<file path="src/rtl/space_monsters_pkg.sv">
// space_monsters_pkg
// Shared definitions for the enemy fire scheduler.
//   - fs_state_e : one-hot scheduler states
//   - N_MON_DEF  : default monster count
//   - CD_L1_DEF / CD_L2_DEF : default per-level cooldowns, in frames
//   - cd_for_level() : selects the cooldown reload value for a level
package space_monsters_pkg;

    localparam int N_MON_DEF = 5;
    localparam int CD_L1_DEF = 60;
    localparam int CD_L2_DEF = 30;

    typedef enum logic [3:0] {
        FS_IDLE = 4'b0001,
        FS_COOL = 4'b0010,
        FS_SEL  = 4'b0100,
        FS_REQ  = 4'b1000
    } fs_state_e;

    function automatic logic [7:0] cd_for_level(input logic lvl, input int cd1, input int cd2);
        return lvl ? 8'(cd2) : 8'(cd1);
    endfunction

endpackage

</file>
<file path="src/rtl/monster_fire_scheduler_rr_pick.sv">
// rr_pick
// Combinational round-robin first-set finder. Searches mask_i starting at
// last_i+1 and wrapping modulo N. With last_i = N-1 it returns the
// lowest set bit, which makes it usable as a plain priority encoder.
// Ports:
//   mask_i  [N]  : candidate mask
//   last_i  [LW] : previous winner; the search starts just after it
//   valid_o      : some bit of mask_i is set
//   idx_o   [LW] : index of the winner (0 when valid_o is low)
module rr_pick
    import space_monsters_pkg::*;
#(
    parameter int N  = N_MON_DEF,
    parameter int LW = 3
) (
    input  logic [N-1:0]  mask_i,
    input  logic [LW-1:0] last_i,
    output logic          valid_o,
    output logic [LW-1:0] idx_o
);

    int pos;

    // Walk from the farthest position back to the nearest so the nearest
    // set bit is the last one written and therefore wins.
    always_comb begin
        valid_o = 1'b0;
        idx_o   = '0;
        pos     = 0;
        for (int k = N; k >= 1; k--) begin
            pos = (int'(last_i) + k) % N;
            if (((mask_i >> pos) & N'(1)) != '0) begin
                valid_o = 1'b1;
                idx_o   = LW'(pos);
            end
        end
    end

endmodule

</file>
<file path="src/rtl/monster_fire_scheduler.sv">
// monster_fire_scheduler
// Decides when an enemy monster fires and which one, then requests an
// enemy bullet slot from the bullet datapath over a req/ack handshake.
// Shooters are picked round-robin among live monsters; shots are paced by
// a per-level frame cooldown; enemy bullet slot occupancy is tracked here.
//
// state   | meaning
// --------+-----------------------------------------------------------
// FS_IDLE | game not running; slot tracking flushed; loads cooldown on run
// FS_COOL | counting frame ticks down to zero
// FS_SEL  | looking for a live shooter and a free slot
// FS_REQ  | fire_req held with stable monster/slot until fire_ack
//
// Ports:
//   clk_i, rst_ni        : clock, asynchronous active-low reset
//   run_i                : high during L1/L2; low returns to idle
//   level_i              : 0 = L1, 1 = L2; sampled at each cooldown reload
//   frame_tick_i         : one pulse per video frame
//   alive_i     [N_MON]  : live-monster mask
//   slot_free_i [NSLOT]  : per-slot pulse when a bullet expires or hits
//   fire_ack_i           : datapath accepted the request
//   fire_req_o           : launch request
//   fire_mon_o  [MW]     : shooting monster
//   fire_slot_o [SW]     : target slot
//   slot_busy_o [NSLOT]  : slot occupancy mask
//   shots_o     [8]      : shots fired, wrapping
module monster_fire_scheduler
    import space_monsters_pkg::*;
#(
    parameter int N_MON = N_MON_DEF,
    parameter int NSLOT = 2,
    parameter int CD_L1 = CD_L1_DEF,
    parameter int CD_L2 = CD_L2_DEF,
    localparam int MW   = $clog2(N_MON),
    localparam int SW   = (NSLOT > 1) ? $clog2(NSLOT) : 1
) (
    input  logic             clk_i,
    input  logic             rst_ni,
    input  logic             run_i,
    input  logic             level_i,
    input  logic             frame_tick_i,
    input  logic [N_MON-1:0] alive_i,
    input  logic [NSLOT-1:0] slot_free_i,
    input  logic             fire_ack_i,
    output logic             fire_req_o,
    output logic [MW-1:0]    fire_mon_o,
    output logic [SW-1:0]    fire_slot_o,
    output logic [NSLOT-1:0] slot_busy_o,
    output logic [7:0]       shots_o
);

    fs_state_e        state_q, state_d;
    logic [7:0]       cd_q, cd_d;
    logic [MW-1:0]    last_q, last_d;
    logic             fire_req_q, fire_req_d;
    logic [MW-1:0]    fire_mon_q, fire_mon_d;
    logic [SW-1:0]    fire_slot_q, fire_slot_d;
    logic [NSLOT-1:0] slot_busy_q, slot_busy_d;
    logic [7:0]       shots_q, shots_d;

    logic             mon_valid;
    logic [MW-1:0]    mon_idx;
    logic             slot_valid;
    logic [SW-1:0]    slot_idx;
    logic [7:0]       cd_reload;

    assign cd_reload = cd_for_level(level_i, CD_L1, CD_L2);

    rr_pick #(.N(N_MON), .LW(MW)) u_mon_pick (
        .mask_i  (alive_i),
        .last_i  (last_q),
        .valid_o (mon_valid),
        .idx_o   (mon_idx)
    );

    // Pointer pinned at the top index turns the round-robin search into a
    // lowest-free-slot search.
    rr_pick #(.N(NSLOT), .LW(SW)) u_slot_pick (
        .mask_i  (~slot_busy_q),
        .last_i  (SW'(NSLOT - 1)),
        .valid_o (slot_valid),
        .idx_o   (slot_idx)
    );

    always_comb begin
        state_d     = state_q;
        cd_d        = cd_q;
        last_d      = last_q;
        fire_req_d  = fire_req_q;
        fire_mon_d  = fire_mon_q;
        fire_slot_d = fire_slot_q;
        shots_d     = shots_q;
        // Freeing applies first so an ack to another slot in the same
        // cycle still lands; freeing an idle slot is a no-op.
        slot_busy_d = slot_busy_q & ~slot_free_i;

        if (!run_i) begin
            // Leaving the game wins over everything, including an ack
            // arriving in the same cycle.
            state_d     = FS_IDLE;
            fire_req_d  = 1'b0;
            slot_busy_d = '0;
        end else begin
            case (state_q)
                FS_IDLE: begin
                    slot_busy_d = '0;
                    cd_d        = cd_reload;
                    state_d     = FS_COOL;
                end
                FS_COOL: begin
                    if (cd_q == 8'd0) begin
                        state_d = FS_SEL;
                    end else if (frame_tick_i) begin
                        cd_d = cd_q - 8'd1;
                    end
                end
                FS_SEL: begin
                    if (mon_valid && slot_valid) begin
                        fire_mon_d  = mon_idx;
                        fire_slot_d = slot_idx;
                        fire_req_d  = 1'b1;
                        state_d     = FS_REQ;
                    end
                end
                FS_REQ: begin
                    // The request is never retracted if the shooter dies.
                    if (fire_ack_i) begin
                        slot_busy_d = slot_busy_d | (NSLOT'(1) << fire_slot_q);
                        last_d      = fire_mon_q;
                        shots_d     = shots_q + 8'd1;
                        cd_d        = cd_reload;
                        fire_req_d  = 1'b0;
                        state_d     = FS_COOL;
                    end
                end
                default: begin
                    state_d     = FS_IDLE;
                    fire_req_d  = 1'b0;
                    slot_busy_d = '0;
                end
            endcase
        end
    end

    always_ff @(posedge clk_i or negedge rst_ni) begin
        if (!rst_ni) begin
            state_q     <= FS_IDLE;
            cd_q        <= 8'd0;
            last_q      <= MW'(N_MON - 1);
            fire_req_q  <= 1'b0;
            fire_mon_q  <= '0;
            fire_slot_q <= '0;
            slot_busy_q <= '0;
            shots_q     <= 8'd0;
        end else begin
            state_q     <= state_d;
            cd_q        <= cd_d;
            last_q      <= last_d;
            fire_req_q  <= fire_req_d;
            fire_mon_q  <= fire_mon_d;
            fire_slot_q <= fire_slot_d;
            slot_busy_q <= slot_busy_d;
            shots_q     <= shots_d;
        end
    end

    assign fire_req_o  = fire_req_q;
    assign fire_mon_o  = fire_mon_q;
    assign fire_slot_o = fire_slot_q;
    assign slot_busy_o = slot_busy_q;
    assign shots_o     = shots_q;

endmodule

</file>
<file path="config.mk">
export PLATFORM = sky130hd
export DESIGN_NAME = monster_fire_scheduler
export DESIGN_NICKNAME = d
export VERILOG_FILES = /design/src/rtl/space_monsters_pkg.sv /design/src/rtl/monster_fire_scheduler_rr_pick.sv /design/src/rtl/monster_fire_scheduler.sv
export SDC_FILE = /design/constraint.sdc
export NUM_CORES = 1
export LEC_CHECK = 0
export ABC_CLOCK_PERIOD_IN_PS = 5100
export BUFFER_PORTS_ARGS = -buffer_cell sky130_fd_sc_hd__buf_2
export CELL_PAD_IN_SITES_DETAIL_PLACEMENT = 1
export CELL_PAD_IN_SITES_GLOBAL_PLACEMENT = 2
export CORE_MARGIN = 1
export CORE_UTILIZATION = 33
export CTS_CLUSTER_SIZE = 30
export DETAILED_ROUTE_END_ITERATION = 8
export GPL_TIMING_DRIVEN = 0
export PLACE_DENSITY = 0.84
export RECOVER_POWER = 100
export SLEW_MARGIN = 20
export SYNTH_ARGS = -nofsm -noshare
export SYNTH_HDL_FRONTEND = slang
export SYNTH_SLANG_ARGS = --single-unit
export TNS_END_PERCENT = 50
</file>
<file path="constraint.sdc">
create_clock -name clk_i -period 5.1 [get_ports clk_i]
set_clock_uncertainty 0.2 [all_clocks]
set_input_delay 0.255 -clock clk_i [delete_from_list [all_inputs] [get_ports clk_i]]
set_output_delay 0.255 -clock clk_i [all_outputs]
set_load 0.05 [all_outputs]
</file>
==> results of run 1 <==
==> cell usage after synthesis, drive strengths merged, types with 3 or more instances <==
cell type / number
a31oi: 5
nand4b: 4
o221ai: 3
dfrtp: 28
a211oi: 7
a21oi: 43
a221oi: 4
o211ai: 3
o21bai: 5
xor2: 5
o2111ai: 3
or2: 4
mux2: 6
nor2b: 8
o21a: 6
nand2: 50
inv: 26
o21ai: 40
o211a: 4
a21o: 4
nand4: 4
xnor2: 18
nor2: 45
nor4: 3
and2: 9
buf: 8
nand3: 22
and3: 9
ha: 30
nand2b: 14
clkbuf: 15
mux2i: 7
o31ai: 4
nor3: 17
==> power by group through the flow <==
stage	Combinational (mW)	Sequential [mW]	Clock, mW
after floorplan	0.0639	0.275	0
after global placement	0.0951	0.273	0
after detailed placement	0.0998	0.274	0
after CTS	0.107	0.272	0.336
after global routing	0.122	0.274	0.348
final	0.108	0.272	0.329
==> flip-flops by register name, indices dropped and copies added (netlist names) <==
name and cells:
state_q 4, slot_busy_o 2, fire_slot_o 1, fire_mon_o 3
fire_req_o 1, last_q 3, shots_o 8, cd_q 8
==> area by class of cell <==
| class | count | share of cell area, % |
|---|---|---|
| plain buffers | 21 | 3.86 |
| clock inverters | 3 | 0.818 |
| multi-input cells | 433 | 65.1 |
| flip-flops and latches | 30 | 15.4 |
| inverters | 27 | 2.45 |
| repair buffers | 51 | 6.13 |
| clock buffers | 5 | 2.56 |
| well taps | 143 | 3.66 |
==> how the worst min path moves through the flow <==
stage / end / slack [ns]
6_report: state_q[0] / 0.05
5_1_grt: slot_busy_o[0] / 0.05
4_1_cts: slot_busy_o[0] / 0.04
3_5_place_dp: shots_o[5] / 0.14
3_3_place_gp: shots_o[7] / 0.13
2_1_floorplan: cd_q[0] / -0.24
==> worst register-to-register path, stage by stage, from the launching register on <==
cell       delay (ns)
dfrtp_2          0.48
buf_2            0.26
inv_1            0.22
ha_4             0.39
buf_12           0.16
clkinv_8         0.09
ha_2             0.21
nor2_4           0.14
a21oi_4          0.09
xnor2_2          0.13
buf_4            0.16
ha_1             0.17
a21boi_4         0.23
a2bb2oi_4        0.23
o21ai_1          0.13
and2_1           0.17
o2111ai_2        0.26
nand3_2          0.16
or4_4            0.51
a211oi_2         0.25
o41ai_2          0.10
==> routing by layer <==
metal / share of wire [%] / vias up / global-route usage (%)
li1: - / 1996 / -
met1: 46 / 2117 / 28.7
met2: 50 / 64 / 38.0
met3: 2.4 / 20 / 2.21
met4: 1.5 / 0 / 5.33
met5: 0 / - / 0
==> logic make-up after synthesis <==
| group | count (synthesis) | synth area share [%] |
|---|---|---|
| xor gates and xnor gates | 23 | 5.88 |
| and+or+nand+nor | 203 | 26.4 |
| buffers and inverters | 50 | 6.28 |
| adders and majority gates | 30 | 9.38 |
| DFF | 30 | 18.8 |
| AOI/OAI and AO/OA | 163 | 28.7 |
| muxes | 14 | 4.50 |
==> timing repair <==
item	CTS	global route
endpoints found under the setup margin	7	7
hold buffers	1	0
endpoints found under the hold margin	28	0
resized for setup	26	30
pin swaps	6	7
setup buffers	13	11
==> per-stage QoR <==
step | cell area [um2] | util (%)
2_1_floorplan | 4020 | -
3_3_place_gp | 4330 | 37.3
3_5_place_dp | 4330 | 37.3
4_1_cts | 4720 | 40.6
5_1_grt | 4890 | 42.1
6_report | 4890 | 42.1
==> metrics.csv, run 1 <==
metric;value;unit
power.internal;0.524;mW
cts.path.max_buffers;2;
num_vias;4197;
end_kind;flip-flop;
r2r_end;fire_mon_o[0];
slowest_stage;or4_4;
yosys_warnings;0;
synthCells;513;
finalHoldViolCount;0;
worstHoldStart;run_i;
cp_top_family;compound AO/OA/AOI/OAI gates;
ys_ff_latch;30;
slowest_delay;0.51;ns
fin_ws;0.228;ns
async_flop_share;100;%
boundaryPins;28;
ir_drop;0.160;mV
path_clk_slew;0.05;ns
startpoint;last_q[1];
syn-num-nets;556;
final_cell_mix;nand2_1 (49), nor2_1 (41), a21oi_1 (38);
pre_cts_ws;-1.11;ns
r2r_start;last_q[1];
syn_avg_cell_area;7.80;um2
layout_min_cycle_time;4.87;ns
grt_pass1_wl;22.1;mm
die_h;112;um
drtIter0Drc;164;
criticalPathCategory;flip-flop to flip-flop;
fin_crit_sh;95.5;%
cts_sinks;30;
cts_buffers;5;
drv_cap;1;
synth_top_area_share;17.5;%
syn_area;4000;um2
synth-edff-count;0;
report.final.slew_viol_count;31;
final_common_cell;nand2_1;
worst_setup_path_start_kind;flip-flop;
crit_chain;buf_2, inv_1, ha_4, buf_12, clkinv_8, ha_2, nor2_4, a21oi_4, xnor2_2, buf_4, ha_1, a21boi_4, a2bb2oi_4, o21ai_1, and2_1, o2111ai_2, nand3_2, or4_4, a211oi_2, o41ai_2;
synth_top_cell_by_area;dfrtp_1;
syn2layout_area_growth;22.2;%
combPwrFrac;15.2;%
p_per_area;145;nW/um2
initial_core_util;34.5;%
insertedDiodeCount;0;
setup_tns;0;ns
p_switching;0.185;mW
grt_use_total;21.7;%
whs;0.0463;ns
drc;0;
final_layout_size_suffix_gt1_share;22.5;%
p_seq_share;38.3;%
io_buffer_count;26;
yosysSeqAreaShare;18.8;%
hold_path_class;primary input to flip-flop;
ys_types;97;
p_sw_share;26.1;%
status;finished with violations;
synth_area_leaders;dfrtp_1 (18%), ha_1 (9.4%), a21oi_1 (4.9%);
cp_num_cells;20;
p_total;0.709;mW
hold_path_depth;2;
drt-total-wl;13.3;mm
ys.flop_type;dfrtp_1;
post-dp-hpwl;10.0;mm
grt_overflow_total;0;
crit_buf_inv;5;
r2r_cells;20;
r2r_slack;0.23;ns
clkPwrFrac;46.5;%
wl_per_cell;18.7;um
fmax;205;MHz
worstPathArrival;4.83;ns
placedCellCount;682;
worst_pin_slew;1.61;ns
grt_max_degree;31;
crit_fanout;10;
antenna_found_initial;0;
p_leak;2.02;nW
register_area;756;um2
root_buffer;clkbuf_16;
grt_pass1_vias;4303;
die_area;12600;um2
endpoint;fire_mon_o[0];
final_nets;612;
antenna_left;0;
instances_no_fill;713;
crit_required;5.06;ns
core-area;11600;um2
htree_levels;2;
violations;max-capacitance violations, max-slew violations;
fp.dieW;112;um
finalSetupViolations;0;
cts_tree;yes;
nFillCells;1442;
multiInputGateArea;3190;um2
firstDrtPassIters;4;
clk_latency;0.27;ns
rows;39;
routed_via_density;5.89;
gp_congestion;0.886;
slew_headroom;-7.54;%
(Power assumes the default switching activity.)
==> inputs of run 2 (changes only) <==
--- a/config.mk
+++ b/config.mk
@@ -10,11 +10,12 @@
 export CELL_PAD_IN_SITES_DETAIL_PLACEMENT = 1
 export CELL_PAD_IN_SITES_GLOBAL_PLACEMENT = 2
 export CORE_MARGIN = 1
-export CORE_UTILIZATION = 33
+export CORE_UTILIZATION = 34
+export CTS_BUF_LIST = sky130_fd_sc_hd__clkbuf_2
 export CTS_CLUSTER_SIZE = 30
 export DETAILED_ROUTE_END_ITERATION = 8
 export GPL_TIMING_DRIVEN = 0
-export PLACE_DENSITY = 0.84
+export PLACE_DENSITY = 0.86
 export RECOVER_POWER = 100
 export SLEW_MARGIN = 20
 export SYNTH_ARGS = -nofsm -noshare
==> run 2 against run 1 <==
- the run still ends with max-capacitance violations, max-slew violations left
- sequential share of layout area grew 0.53 points
- critical endpoint unchanged
- flip-flop and latch count did not move
- first-iteration DRC count shrank 4.9%
- via count is 1.7% lower
- critical path depth up 1
- combinational power shrank 4%
- cell area down 3.3%
- clock-buffer cell count is 1 higher
- core utilization is 0.88 points lower
- register-to-register slack worse by 0.04 ns
==> metrics.csv, run 2 (synthesized netlist as in run 1, its figures left out) <==
metric;value;unit
die_area;12200;um2
gp_congestion;0.875;
cts.path.max_buffers;2;
drc;0;
crit_chain;buf_12, buf_12, buf_8, clkinvlp_4, ha_4, buf_12, clkinv_8, ha_1, nor2_4, a21oi_2, xnor2_2, ha_2, a21boi_4, a2bb2oi_4, o21ai_1, and2_1, o2111ai_2, nand3_2, or4_1, a211oi_2, o41ai_2;
drtIter0Drc;156;
core-area;11500;um2
clk_latency;0.37;ns
worstPathArrival;4.98;ns
drt-total-wl;12.9;mm
status;finished with violations;
boundaryPins;28;
grt_pass1_vias;4377;
hold_path_depth;5;
initial_core_util;34.9;%
wl_per_cell;18.1;um
finalHoldViolCount;0;
antenna_found_initial;0;
cts_tree;yes;
fp.dieW;111;um
die_h;111;um
antenna_left;0;
insertedDiodeCount;0;
crit_fanout;19;
cts_sinks;30;
setup_tns;0;ns
htree_levels;2;
grt_overflow_total;0;
r2r_cells;21;
slew_headroom;-9.69;%
fin_crit_sh;96.4;%
slowest_stage;or4_1;
grt_use_total;21.2;%
crit_required;5.17;ns
num_vias;4125;
instances_no_fill;709;
hold_path_class;primary input to flip-flop;
worst_setup_path_start_kind;flip-flop;
path_clk_slew;0.16;ns
p_leak;1.93;nW
drv_cap;1;
ir_drop;0.172;mV
post-dp-hpwl;9.77;mm
pre_cts_ws;-1.10;ns
root_buffer;clkbuf_2;
syn2layout_area_growth;18.2;%
routed_via_density;5.82;
nFillCells;1393;
violations;max-capacitance violations, max-slew violations;
p_total;0.492;mW
placedCellCount;682;
crit_path_frequent_cell;buf_12;
worst_pin_slew;1.65;ns
rows;39;
criticalPathCategory;flip-flop to flip-flop;
report.final.slew_viol_count;31;
final_nets;608;
final_layout_size_suffix_gt1_share;20.8;%
final_common_cell;nand2_1;
grt_max_degree;31;
fin_ws;0.184;ns
firstDrtPassIters;4;
io_buffer_count;26;
dpl-instance-area;4330;um2
postLayoutCellArea;4730;um2
grt_pass1_wl;21.7;mm
p_per_area;104;nW/um2
fmax;203;MHz
final_cell_mix;nand2_1 (50), nor2_1 (41), o21ai_0 (38);
finalSetupViolations;0;
layout_min_cycle_time;4.92;ns
end_kind;flip-flop;
cts_buffers;5;
slowest_delay;0.50;ns
==> run 2: changes by cell type in the layout (fill, tap and decap cells not counted), moves of 2 or more <==
cell	previous run	this run
buf_4	25	18
clkbuf_2	2	7
dlygate4sd3_1	1	4
clkbuf_16	5	0
a21oi_2	2	4
==> run 2: worst paths after layout <==
path,start,end,slack [ns]
max,last_q[0],fire_mon_o[0],0.18
min,level_i,cd_q[1],0.04
max reg2reg,last_q[0],fire_mon_o[0],0.18
min reg2reg,shots_o[7],shots_o[7],0.29
max in group asynchronous,rst_ni,last_q[0],3.03
min in group asynchronous,rst_ni,last_q[1],0.62
==> run 2: per-stage QoR <==
stage                     util, %  hold slack (ns)
after floorplan                 -           -0.241
after global placement       37.8            0.134
after detailed placement     37.8            0.139
after CTS                    39.9           0.0169
after global routing         41.3           0.0511
final                        41.3           0.0413
==> run 2: metal layers <==
metal  GRT usage, %  vias up  routed length, um  part of all wire [%]
met5              0        -                  0                     0
met4           5.33        0                192                   1.5
met3           1.81       20                277                   2.2
met2           36.9       68               6430                    50
met1           28.1     2049               5960                    46
li1               -     1988                  -                     -
==> run 2: worst max-delay path: cells and delay by family, from the launching register on <==
kind / cells / cell delay, ns
flops: 1 / 0.44
simple gates: 4 / 0.92
compound gates: 7 / 1.28
buf+inv: 6 / 0.87
fa+ha+maj: 3 / 0.84
xor+xnor: 1 / 0.25
==> run 2: layout make-up <==
class | count | area (um2) | area share (%)
flip-flops and latches | 30 | 756 | 16.0
repair buffers | 47 | 278 | 5.87
clock inverters | 2 | 8.76 | 0.185
multi-input cells | 433 | 3170 | 67.0
well taps | 143 | 179 | 3.78
plain buffers | 21 | 188 | 3.97
inverters | 27 | 121 | 2.56
clock buffers | 6 | 30.0 | 0.635
==> run 2: power by group <==
part           total [mW]  switching [mW]  internal [mW]
clock               0.118          0.0839         0.0337
sequential          0.270          0.0151          0.255
combinational       0.104          0.0642         0.0403
total               0.492           0.163          0.329
==> run 2: what timing repair did <==
action / 4_1_cts / 5_1_grt
hold buffers: 4 / 0
gates resized for setup: 25 / 25
setup endpoints to repair: 7 / 7
pin swaps: 5 / 8
gates cloned: 0 / 0
buffers inserted: 7 / 10
endpoints found under the hold margin: 31 / 0
